**src/rtl/fetch_stage.sv**
```systemverilog
// ---------------------------------------------------------------------------
// fetch_stage
//
// Instruction-fetch stage of a five-stage RISC-V pipeline. Owns the program
// counter, issues in-order requests to a variable-latency instruction memory,
// buffers returned words and drives the IF/ID register consumed by decode.
// A hazard stall freezes IF/ID. A redirect from EX retargets the PC and
// discards every wrong-path word that is still in flight.
//
// Ports
//   clk          clock, all state updates on the rising edge
//   reset        asynchronous active-low reset
//   imem_req     fetch request valid
//   imem_addr    fetch byte address (current PC)
//   imem_ready   memory accepts the request this cycle
//   imem_rvalid  response valid (in request order, >= 1 cycle after accept)
//   imem_rdata   response instruction word
//   stall        hold the IF/ID outputs
//   redirect     taken branch/jump, flush the front end
//   redirect_pc  new fetch target
//   ifid_valid   IF/ID holds a real instruction (0 = bubble)
//   ifid_pc      PC of the instruction in IF/ID
//   ifid_instr   instruction in IF/ID
// ---------------------------------------------------------------------------
module fetch_stage #(
    parameter int PC_W    = 9,
    parameter int INSTR_W = 32,
    parameter int DEPTH   = 2
) (
    input  logic               clk,
    input  logic               reset,
    output logic               imem_req,
    output logic [PC_W-1:0]    imem_addr,
    input  logic               imem_ready,
    input  logic               imem_rvalid,
    input  logic [INSTR_W-1:0] imem_rdata,
    input  logic               stall,
    input  logic               redirect,
    input  logic [PC_W-1:0]    redirect_pc,
    output logic               ifid_valid,
    output logic [PC_W-1:0]    ifid_pc,
    output logic [INSTR_W-1:0] ifid_instr
);

    localparam int CNT_W = $clog2(DEPTH + 1);
    localparam int PTR_W = (DEPTH > 1) ? $clog2(DEPTH) : 1;
    localparam logic [CNT_W:0] DEPTH_W = (CNT_W + 1)'(DEPTH);

    // Circular pointer advance that also works for non power-of-two depths.
    function automatic logic [PTR_W-1:0] next_ptr(input logic [PTR_W-1:0] p);
        if (p == PTR_W'(DEPTH - 1)) begin
            return '0;
        end
        return p + PTR_W'(1);
    endfunction

    // Architectural state
    logic [PC_W-1:0]    pc_reg,         pc_next;
    logic [CNT_W-1:0]   inflight_reg,   inflight_next;
    logic [CNT_W-1:0]   drop_cnt_reg,   drop_cnt_next;

    // Return buffer of {pc, instr}
    logic [PC_W-1:0]    buf_pc_mem    [DEPTH];
    logic [INSTR_W-1:0] buf_instr_mem [DEPTH];
    logic [CNT_W-1:0]   buf_count_reg,  buf_count_next;
    logic [PTR_W-1:0]   buf_rd_ptr_reg, buf_rd_ptr_next;
    logic [PTR_W-1:0]   buf_wr_ptr_reg, buf_wr_ptr_next;

    // Addresses of outstanding requests, popped by every response (kept or not)
    logic [PC_W-1:0]    pcq_mem [DEPTH];
    logic [PTR_W-1:0]   pcq_rd_ptr_reg, pcq_rd_ptr_next;
    logic [PTR_W-1:0]   pcq_wr_ptr_reg, pcq_wr_ptr_next;

    // IF/ID register
    logic               ifid_valid_reg, ifid_valid_next;
    logic [PC_W-1:0]    ifid_pc_reg,    ifid_pc_next;
    logic [INSTR_W-1:0] ifid_instr_reg, ifid_instr_next;

    // Per-cycle control
    logic [CNT_W:0]     credit_sum;
    logic               issue_ok;
    logic               accept;
    logic               advance;
    logic               buf_empty;
    logic               drop_resp;
    logic               keep_resp;
    logic               buf_push;
    logic               buf_pop;
    logic               bypass;
    logic [PC_W-1:0]    resp_pc;

    // Credit: in-flight requests plus buffered words never exceed DEPTH, so
    // every response that is kept always has a buffer slot to land in.
    assign credit_sum = {1'b0, inflight_reg} + {1'b0, buf_count_reg};
    assign issue_ok   = credit_sum < DEPTH_W;

    // Gating with reset keeps the request low while reset is asserted even
    // though the cleared counters would otherwise grant credit.
    assign imem_req  = reset && !redirect && issue_ok;
    assign imem_addr = pc_reg;

    assign accept    = imem_req && imem_ready;
    assign advance   = !stall && !redirect;
    assign buf_empty = (buf_count_reg == '0);
    assign resp_pc   = pcq_mem[pcq_rd_ptr_reg];

    // A response is wrong-path if older drops are pending or a redirect is
    // happening in the very same cycle.
    assign drop_resp = imem_rvalid && (redirect || (drop_cnt_reg != '0));
    assign keep_resp = imem_rvalid && !drop_resp;
    assign buf_pop   = advance && !buf_empty;
    assign bypass    = keep_resp && advance && buf_empty;
    assign buf_push  = keep_resp && !bypass;

    always_comb begin
        pc_next         = pc_reg;
        inflight_next   = inflight_reg;
        drop_cnt_next   = drop_cnt_reg;
        buf_count_next  = buf_count_reg;
        buf_rd_ptr_next = buf_rd_ptr_reg;
        buf_wr_ptr_next = buf_wr_ptr_reg;
        pcq_rd_ptr_next = pcq_rd_ptr_reg;
        pcq_wr_ptr_next = pcq_wr_ptr_reg;
        ifid_valid_next = ifid_valid_reg;
        ifid_pc_next    = ifid_pc_reg;
        ifid_instr_next = ifid_instr_reg;

        // Program counter; the add wraps naturally at 2^PC_W.
        if (redirect) begin
            pc_next = redirect_pc;
        end else if (accept) begin
            pc_next = pc_reg + PC_W'(4);
        end

        // Accept and response in the same cycle cancel out.
        case ({accept, imem_rvalid})
            2'b10:   inflight_next = inflight_reg + CNT_W'(1);
            2'b01:   inflight_next = inflight_reg - CNT_W'(1);
            default: inflight_next = inflight_reg;
        endcase

        // Everything in flight at redirect time is stale; a response in the
        // redirect cycle is already being discarded, so it is not counted.
        if (redirect) begin
            drop_cnt_next = imem_rvalid ? (inflight_reg - CNT_W'(1)) : inflight_reg;
        end else if (imem_rvalid && (drop_cnt_reg != '0)) begin
            drop_cnt_next = drop_cnt_reg - CNT_W'(1);
        end

        if (accept) begin
            pcq_wr_ptr_next = next_ptr(pcq_wr_ptr_reg);
        end
        if (imem_rvalid) begin
            pcq_rd_ptr_next = next_ptr(pcq_rd_ptr_reg);
        end

        // Return buffer
        if (redirect) begin
            buf_count_next  = '0;
            buf_rd_ptr_next = '0;
            buf_wr_ptr_next = '0;
        end else begin
            if (buf_push) begin
                buf_wr_ptr_next = next_ptr(buf_wr_ptr_reg);
            end
            if (buf_pop) begin
                buf_rd_ptr_next = next_ptr(buf_rd_ptr_reg);
            end
            case ({buf_push, buf_pop})
                2'b10:   buf_count_next = buf_count_reg + CNT_W'(1);
                2'b01:   buf_count_next = buf_count_reg - CNT_W'(1);
                default: buf_count_next = buf_count_reg;
            endcase
        end

        // IF/ID: oldest buffered word first, then a fresh response, else a
        // bubble. During a stall (and no redirect) everything is held.
        if (redirect) begin
            ifid_valid_next = 1'b0;
        end else if (advance) begin
            if (!buf_empty) begin
                ifid_valid_next = 1'b1;
                ifid_pc_next    = buf_pc_mem[buf_rd_ptr_reg];
                ifid_instr_next = buf_instr_mem[buf_rd_ptr_reg];
            end else if (bypass) begin
                ifid_valid_next = 1'b1;
                ifid_pc_next    = resp_pc;
                ifid_instr_next = imem_rdata;
            end else begin
                ifid_valid_next = 1'b0;
            end
        end
    end

    always_ff @(posedge clk or negedge reset) begin
        if (!reset) begin
            pc_reg         <= '0;
            inflight_reg   <= '0;
            drop_cnt_reg   <= '0;
            buf_count_reg  <= '0;
            buf_rd_ptr_reg <= '0;
            buf_wr_ptr_reg <= '0;
            pcq_rd_ptr_reg <= '0;
            pcq_wr_ptr_reg <= '0;
            ifid_valid_reg <= 1'b0;
            ifid_pc_reg    <= '0;
            ifid_instr_reg <= '0;
        end else begin
            pc_reg         <= pc_next;
            inflight_reg   <= inflight_next;
            drop_cnt_reg   <= drop_cnt_next;
            buf_count_reg  <= buf_count_next;
            buf_rd_ptr_reg <= buf_rd_ptr_next;
            buf_wr_ptr_reg <= buf_wr_ptr_next;
            pcq_rd_ptr_reg <= pcq_rd_ptr_next;
            pcq_wr_ptr_reg <= pcq_wr_ptr_next;
            ifid_valid_reg <= ifid_valid_next;
            ifid_pc_reg    <= ifid_pc_next;
            ifid_instr_reg <= ifid_instr_next;
        end
    end

    // Storage arrays carry no reset; the pointers and counts define validity.
    always_ff @(posedge clk) begin
        if (accept) begin
            pcq_mem[pcq_wr_ptr_reg] <= pc_reg;
        end
        if (buf_push) begin
            buf_pc_mem[buf_wr_ptr_reg]    <= resp_pc;
            buf_instr_mem[buf_wr_ptr_reg] <= imem_rdata;
        end
    end

    assign ifid_valid = ifid_valid_reg;
    assign ifid_pc    = ifid_pc_reg;
    assign ifid_instr = ifid_instr_reg;

endmodule

```
**config.mk**
```make
export PLATFORM = sky130hd
export DESIGN_NAME = fetch_stage
export DESIGN_NICKNAME = d
export VERILOG_FILES = /design/src/rtl/fetch_stage.sv
export SDC_FILE = /design/constraint.sdc
export NUM_CORES = 1
export LEC_CHECK = 0
export BUFFER_PORTS_ARGS = -buffer_cell sky130_fd_sc_hd__buf_4
export CAP_MARGIN = 20
export CORE_ASPECT_RATIO = 1.2
export CORE_UTILIZATION = 40
export DETAILED_ROUTE_END_ITERATION = 16
export GPL_ROUTABILITY_DRIVEN = 0
export PLACE_DENSITY = 0.58
export SKIP_CTS_REPAIR_TIMING = 1
export SLEW_MARGIN = 20
export SYNTH_ARGS = -nofsm -noshare
export SYNTH_HDL_FRONTEND = slang
export SYNTH_SLANG_ARGS = --single-unit
export TNS_END_PERCENT = 30
```
**constraint.sdc**
```tcl
create_clock -name clk -period 7.6 [get_ports clk]
set_clock_uncertainty 0.05 [all_clocks]
set_input_delay 0.76 -clock clk [delete_from_list [all_inputs] [get_ports clk]]
set_output_delay 0.76 -clock clk [all_outputs]
set_load 0.01 [all_outputs]
```
==> results.toml, run 1 <==
[worst_setup_path]
worst_ep_required_time_ns = 6.79
cp-start-kind = "flip-flop"
critical_path.top_delay_family = "buffers and inverters"
crit_path_most_repeated_cell = "sky130_fd_sc_hd__buf_4"
critical_path_arrival_ns = 2.26
crit_fanout = 40
critPathKind = "reg -> out"
cpPeakStageDelay_ns = 0.54
crit_path_end_kind = "output port"
critical_path.n_buffers_inverters = 2
timing.critical_path.cells = "buf_4 -> fa_1 -> nor4b_1 -> buf_4"
slowest_stage = "sky130_fd_sc_hd__fa_1"

[floorplan]
die_height_um = 143.6
pin_count = 99
initial_core_utilization = 0.4109
die_outline_area_um2 = 17240
die_width_um = 120.0
coreArea_um2 = 16270
row_count = 51

[logic_synthesis]
syn_avg_cell_area_um2 = 14.86
mappedNetlistNets = 501
synth_warnings = 0
mappedNetlistArea_um2 = 6686
synth_area_leader_cell = "sky130_fd_sc_hd__edfxtp_1"
synth.area.mux_share = 0.1639
synthCells = 450
number_of_flops_mapped_to_enable_cells_by_yosys = 100
synth-compound-area-share = 0.05109
post_synth_xor_area_fraction = 0.01048
ys_dominant_reg_cell = "sky130_fd_sc_hd__edfxtp_1"
post_synth_main_area_contributors = "sky130_fd_sc_hd__edfxtp_1 45%, sky130_fd_sc_hd__dfrtp_1 23%, sky130_fd_sc_hd__mux2_2 8.4%"
yosys_register_bits = 161
synth_top_area_frac = 0.4491
yosysMostFrequentCell = "sky130_fd_sc_hd__edfxtp_1"
synth.yosys.seq_area_share = 0.6774
synth.lib_cells_used.distinct = 41
synth_top_family_by_area = "multiplexers"
synth.cells.most_frequent = "100 x sky130_fd_sc_hd__edfxtp_1, 61 x sky130_fd_sc_hd__dfrtp_1, 51 x sky130_fd_sc_hd__mux2i_1"
synth_async_sr_flop_share = 0.3789
synth-adder-area-share = 0.008608
synthSimpleGateAreaFrac = 0.06044

[sta]
period_minus_slack_ns = 3.066
unrepaired_setup_endpoints_after_global_routing = "false"
max_freq_mhz = 326.2
finalMaxSlewViolations = 0
maxSlewHeadroom = 0.2999
timing.final.setup_violations = 0
setup_total_negative_slack_ns = 0
share_of_the_cycle_needed_by_the_critical_path_after_routing = 0.4034
worst_slew_pin_slew_ns = 1.050
finalHoldViolations = 0

[route]
routed_via_density = 5.193
drt_iter0_drc = 309
drcViolationCount = 0
final_routed_wire_length_divided_by_cell_count_um = 17.84
via_count = 4009
detail_route.first_pass.iterations = 4
totalWireLength_um = 13770
detail-route-antenna-nets = 0

[layout]
fin_cells = 772
antenna-diode-count = 0
nNetsFinal = 599
drive_gt1_frac = 0.3375
area.growth.synth_to_final_pct = 23.09
filler_cell_count = 1409
max_reg_flops = 64

[clock_network]
tritoncts_num_sinks = 161
cts.path.max_buffers = 2
htree_levels = 4
cts_made_buffers = 17
clk_pin_slew_worst_paths_ns = 0.06
tritoncts_clock_tree = "built"
clock_insertion_delay_worst_skew_ns = 0.43
cts.root.buffer_cell = "sky130_fd_sc_hd__clkbuf_16"

[grt]
global_route_wire_length_before_repair_um = 22140
grt.overflow.total = 0
grt_start_max_net_pins = 46
first_global_vias = 4176
antenna_violations_before_repair = 0
groute.usage.overall = 0.1704

[placed_design]
post-place-cells = 741
placement.io_buffers = 98
dp.final_hpwl_um = 8640

[min_path]
hold_path.class = "in -> async"

[job]
drv.max_cap_violation_count = 0

[power]
power-per-cell-area_nw_per_um2 = 322.7
ir_worst_vdd_uv = 141.8
power.leakage_nw = 3.087

[outcome]
status = "completed"
## metal layers
layer / up-vias / share of wire / track usage
li1: 1875 / - / -
met1: 2025 / 0.43 / 0.2157
met2: 95 / 0.51 / 0.2846
met3: 14 / 0.045 / 0.03492
met4: 0 / 0.013 / 0.07039
met5: - / 0 / 0
## worst register-to-register path, stage by stage, from the launching register on
cell and delay, ns:
sky130_fd_sc_hd__dfrtp_1 0.32, sky130_fd_sc_hd__buf_4 0.41, sky130_fd_sc_hd__fa_1 0.54, sky130_fd_sc_hd__nor4bb_1 0.74, sky130_fd_sc_hd__and3_1 0.52
## cells by family after synthesis
family,Yosys count
AND/OR/NAND/NOR,74
XOR/XNOR,8
flip-flops,161
AO/OA/AOI/OAI,59
buffers and inverters,41
adder cells (fa/ha/maj),4
multiplexers,103
## layout make-up
cell class,instances,area (um2),share of cell area
multi-input combinational,248,1987,0.2414
timing repair buffer,107,803.3,0.09760
clock buffer,24,461.7,0.05610
inverter,13,48.80,0.005929
sequential,161,4531,0.5505
tap,212,265.3,0.03223
clock inverter,7,133.9,0.01627
## worst paths after layout
check,from,end,slack [ns],depth (start not counted)
max,buf_count_reg[1],imem_req,4.53,4
max in group asynchronous,reset,buf_rd_ptr_reg,6.35,2
max reg2reg,buf_count_reg[1],pcq_mem[1][6],4.65,4
min,reset,drop_cnt_reg[0],0.17,1
min in group clk,ifid_instr[22],ifid_instr[22],0.44,1
min reg2reg,ifid_instr[22],ifid_instr[22],0.44,1
## stage by stage
stage / power, mW / hold slack (ns) / setup WS [ns] / util / cell area, um2
floorplan: 1.520 / 0.4066 / 1.479 / - / 6686
global placement: 1.794 / 0.4256 / 4.556 / 0.4689 / 7630
detailed placement: 1.814 / 0.4304 / 4.492 / 0.4689 / 7630
CTS: 2.686 / 0.1703 / 4.475 / 0.5055 / 8225
global route: 2.788 / 0.1743 / 4.353 / 0.5058 / 8230
finish: 2.656 / 0.1719 / 4.534 / 0.5058 / 8230
## power by group
group          switching, mW  leakage [nW]  internal (mW)
logic                  0.265          1.17          0.323
clock network          0.313         0.290          0.554
registers              0.108          1.63           1.09
## cell usage in the layout (no fill, tap or decap), types with 2 or more instances in the layout
master and n:
sky130_fd_sc_hd__buf_4 107, sky130_fd_sc_hd__edfxtp_1 100, sky130_fd_sc_hd__dfrtp_1 60, sky130_fd_sc_hd__mux2i_1 51, sky130_fd_sc_hd__mux2_2 50, sky130_fd_sc_hd__a21oi_1 38, sky130_fd_sc_hd__nor3_1 35, sky130_fd_sc_hd__clkbuf_16 17
sky130_fd_sc_hd__inv_1 13, sky130_fd_sc_hd__nor2_1 7, sky130_fd_sc_hd__o21ai_0 7, sky130_fd_sc_hd__clkbuf_1 6, sky130_fd_sc_hd__nand2_1 5, sky130_fd_sc_hd__a31oi_1 5, sky130_fd_sc_hd__xor2_1 4, sky130_fd_sc_hd__xnor2_1 4
sky130_fd_sc_hd__or3_1 4, sky130_fd_sc_hd__bufinv_16 4, sky130_fd_sc_hd__a211oi_1 3, sky130_fd_sc_hd__nand2b_1 3, sky130_fd_sc_hd__nand3_1 3, sky130_fd_sc_hd__ha_1 3, sky130_fd_sc_hd__and3_1 2, sky130_fd_sc_hd__nor4b_1 2
sky130_fd_sc_hd__nor2b_1 2, sky130_fd_sc_hd__mux2_1 2, sky130_fd_sc_hd__o31ai_1 2, sky130_fd_sc_hd__or4_1 2, sky130_fd_sc_hd__clkinv_2 2
(Power assumes the default switching activity.)
==> inputs of run 2 (changes only) <==
--- a/config.mk
+++ b/config.mk
@@ -11,7 +11,7 @@
 export CORE_UTILIZATION = 40
 export DETAILED_ROUTE_END_ITERATION = 16
 export GPL_ROUTABILITY_DRIVEN = 0
-export PLACE_DENSITY = 0.58
+export PLACE_DENSITY = 0.61
 export SKIP_CTS_REPAIR_TIMING = 1
 export SLEW_MARGIN = 20
 export SYNTH_ARGS = -nofsm -noshare
==> constraint.sdc (replaced) <==
create_clock -name clk -period 2.8 [get_ports clk]
set_clock_uncertainty 0.05 [all_clocks]
set_input_delay 0.28 -clock clk [delete_from_list [all_inputs] [get_ports clk]]
set_output_delay 0.28 -clock clk [all_outputs]
set_load 0.01 [all_outputs]
==> results.toml, run 2 (synthesized netlist as in run 1, its figures left out) <==
[sta]
finalMaxSlewViolations = 0
unrepaired_setup_endpoints_after_global_routing = "false"
share_of_the_cycle_needed_by_the_critical_path_after_routing = 0.8757
post-route-worst-setup-slack_ns = 0.3479
holdWs_ns = 0.01605
finalHoldViolations = 0
period_minus_slack_ns = 2.452
max_freq_mhz = 407.8
worst_slew_pin_slew_ns = 0.8431
maxSlewHeadroom = 0.4380
timing.final.setup_violations = 0

[layout]
drive_gt1_frac = 0.3328
nNetsFinal = 636
filler_cell_count = 1339
area.growth.synth_to_final_pct = 29.17
layout.cells.most_common = "sky130_fd_sc_hd__buf_4"
max_reg_flops = 64
fin_util = 0.5308
multi_input_comb_area_um2 = 1999
regArea_um2 = 4531
layout.cells.most_common_list = "110 x sky130_fd_sc_hd__buf_4, 100 x sky130_fd_sc_hd__edfxtp_1, 60 x sky130_fd_sc_hd__dfrtp_1"
antenna-diode-count = 0

[worst_setup_path]
critPathKind = "reg -> out"
cp-start-kind = "flip-flop"
crit_fanout = 5
timing.critical_path.cells = "and2_1 -> fa_1 -> nor4b_1 -> buf_4"
slowest_stage = "sky130_fd_sc_hd__fa_1"
worst_ep_required_time_ns = 2.47
cpPeakStageDelay_ns = 0.48
critical_path_arrival_ns = 2.12
crit_path_end_kind = "output port"

[clock_network]
clk_pin_slew_worst_paths_ns = 0.06
tritoncts_clock_tree = "built"
cts.path.max_buffers = 2
htree_levels = 4
cts_made_buffers = 17
cts.root.buffer_cell = "sky130_fd_sc_hd__clkbuf_16"
clock_insertion_delay_worst_skew_ns = 0.42
tritoncts_num_sinks = 161

[grt]
groute.usage.overall = 0.1630
grt_start_max_net_pins = 43
global_route_wire_length_before_repair_um = 21060
first_global_vias = 4096
antenna_violations_before_repair = 0
grt.overflow.total = 0

[route]
drcViolationCount = 0
via_count = 4073
totalWireLength_um = 13600
routed_via_density = 5.028
detail-route-antenna-nets = 0
detail_route.first_pass.iterations = 4
drt_iter0_drc = 207
final_routed_wire_length_divided_by_cell_count_um = 16.79

[min_path]
hold_path.class = "in -> reg"

[power]
totalPowerFinal_mw = 7.256
power-per-cell-area_nw_per_um2 = 840.0
ir_worst_vdd_uv = 395.8
power.leakage_nw = 3.258

[job]
drv.max_cap_violation_count = 0

[floorplan]
initial_core_utilization = 0.4109
coreArea_um2 = 16270
die_outline_area_um2 = 17240
die_height_um = 143.6
row_count = 51
pin_count = 99
die_width_um = 120.0

[placed_design]
dp.final_hpwl_um = 8519
place_worst_setup_slack_ns = 0.4691
placement.io_buffers = 98

[outcome]
status = "completed"
-- run 2: cell types whose count changed in the layout (fill, tap and decap cells not counted), sizes merged --
cell and change:
clkinvlp +3, dlygate4sd3 +32, bufinv -1, clkinv +1, clkbuf -2, buf +5
-- run 2: per-stage QoR --
stage	TNS (ns)	cells	area, um2
after detailed placement	0	746	7710
after CTS	0	778	8317
final	0	810	8637
after floorplan	-36.39	450	6708
after global placement	0	746	7710
after global routing	0	810	8637
-- run 2: cell type report --
type / instances / share of cell area
Clock inverter: 10 / 0.01536
Sequential cell: 161 / 0.5246
Tap cell: 212 / 0.03071
Clock buffer: 22 / 0.05490
Multi-Input combinational cell: 248 / 0.2315
Inverter: 13 / 0.005650
Timing Repair Buffer: 144 / 0.1373
-- run 2: where the power goes --
part	switching (mW)	total, mW	internal [mW]
sequential	0.279	3.24	2.96
combinational	0.743	1.67	0.923
clock	0.882	2.35	1.47
total	1.90	7.26	5.35
-- run 2: path summary, 6_finish.rpt --
kind,from,to,slack [ns],cells after the start
setup / recovery,inflight_reg[0],imem_req,0.35,4
hold / removal,redirect_pc[3],imem_addr[3],0.02,3
setup reg to reg,inflight_reg[0],pcq_mem[1][4],0.44,4
hold reg to reg,pcq_wr_ptr_reg,pcq_wr_ptr_reg,0.44,1
max in group asynchronous,reset,buf_rd_ptr_reg,1.55,3
min in group asynchronous,reset,ifid_pc[2],0.23,2
-- run 2: metal layers --
layer / track usage / vias to the layer above / part of all wire
met5: 0 / - / 0
met1: 0.1969 / 2014 / 0.43
met4: 0.05987 / 0 / 0.014
li1: - / 1953 / -
met3: 0.04206 / 13 / 0.037
met2: 0.2801 / 93 / 0.52
-- run 2: worst max-delay path, delay by kind of cell (launching register included) --
kind,cells,cell delay (ns)
flops,1,0.43
buf+inv,1,0.20
fa+ha+maj,1,0.48
simple gates,2,0.59
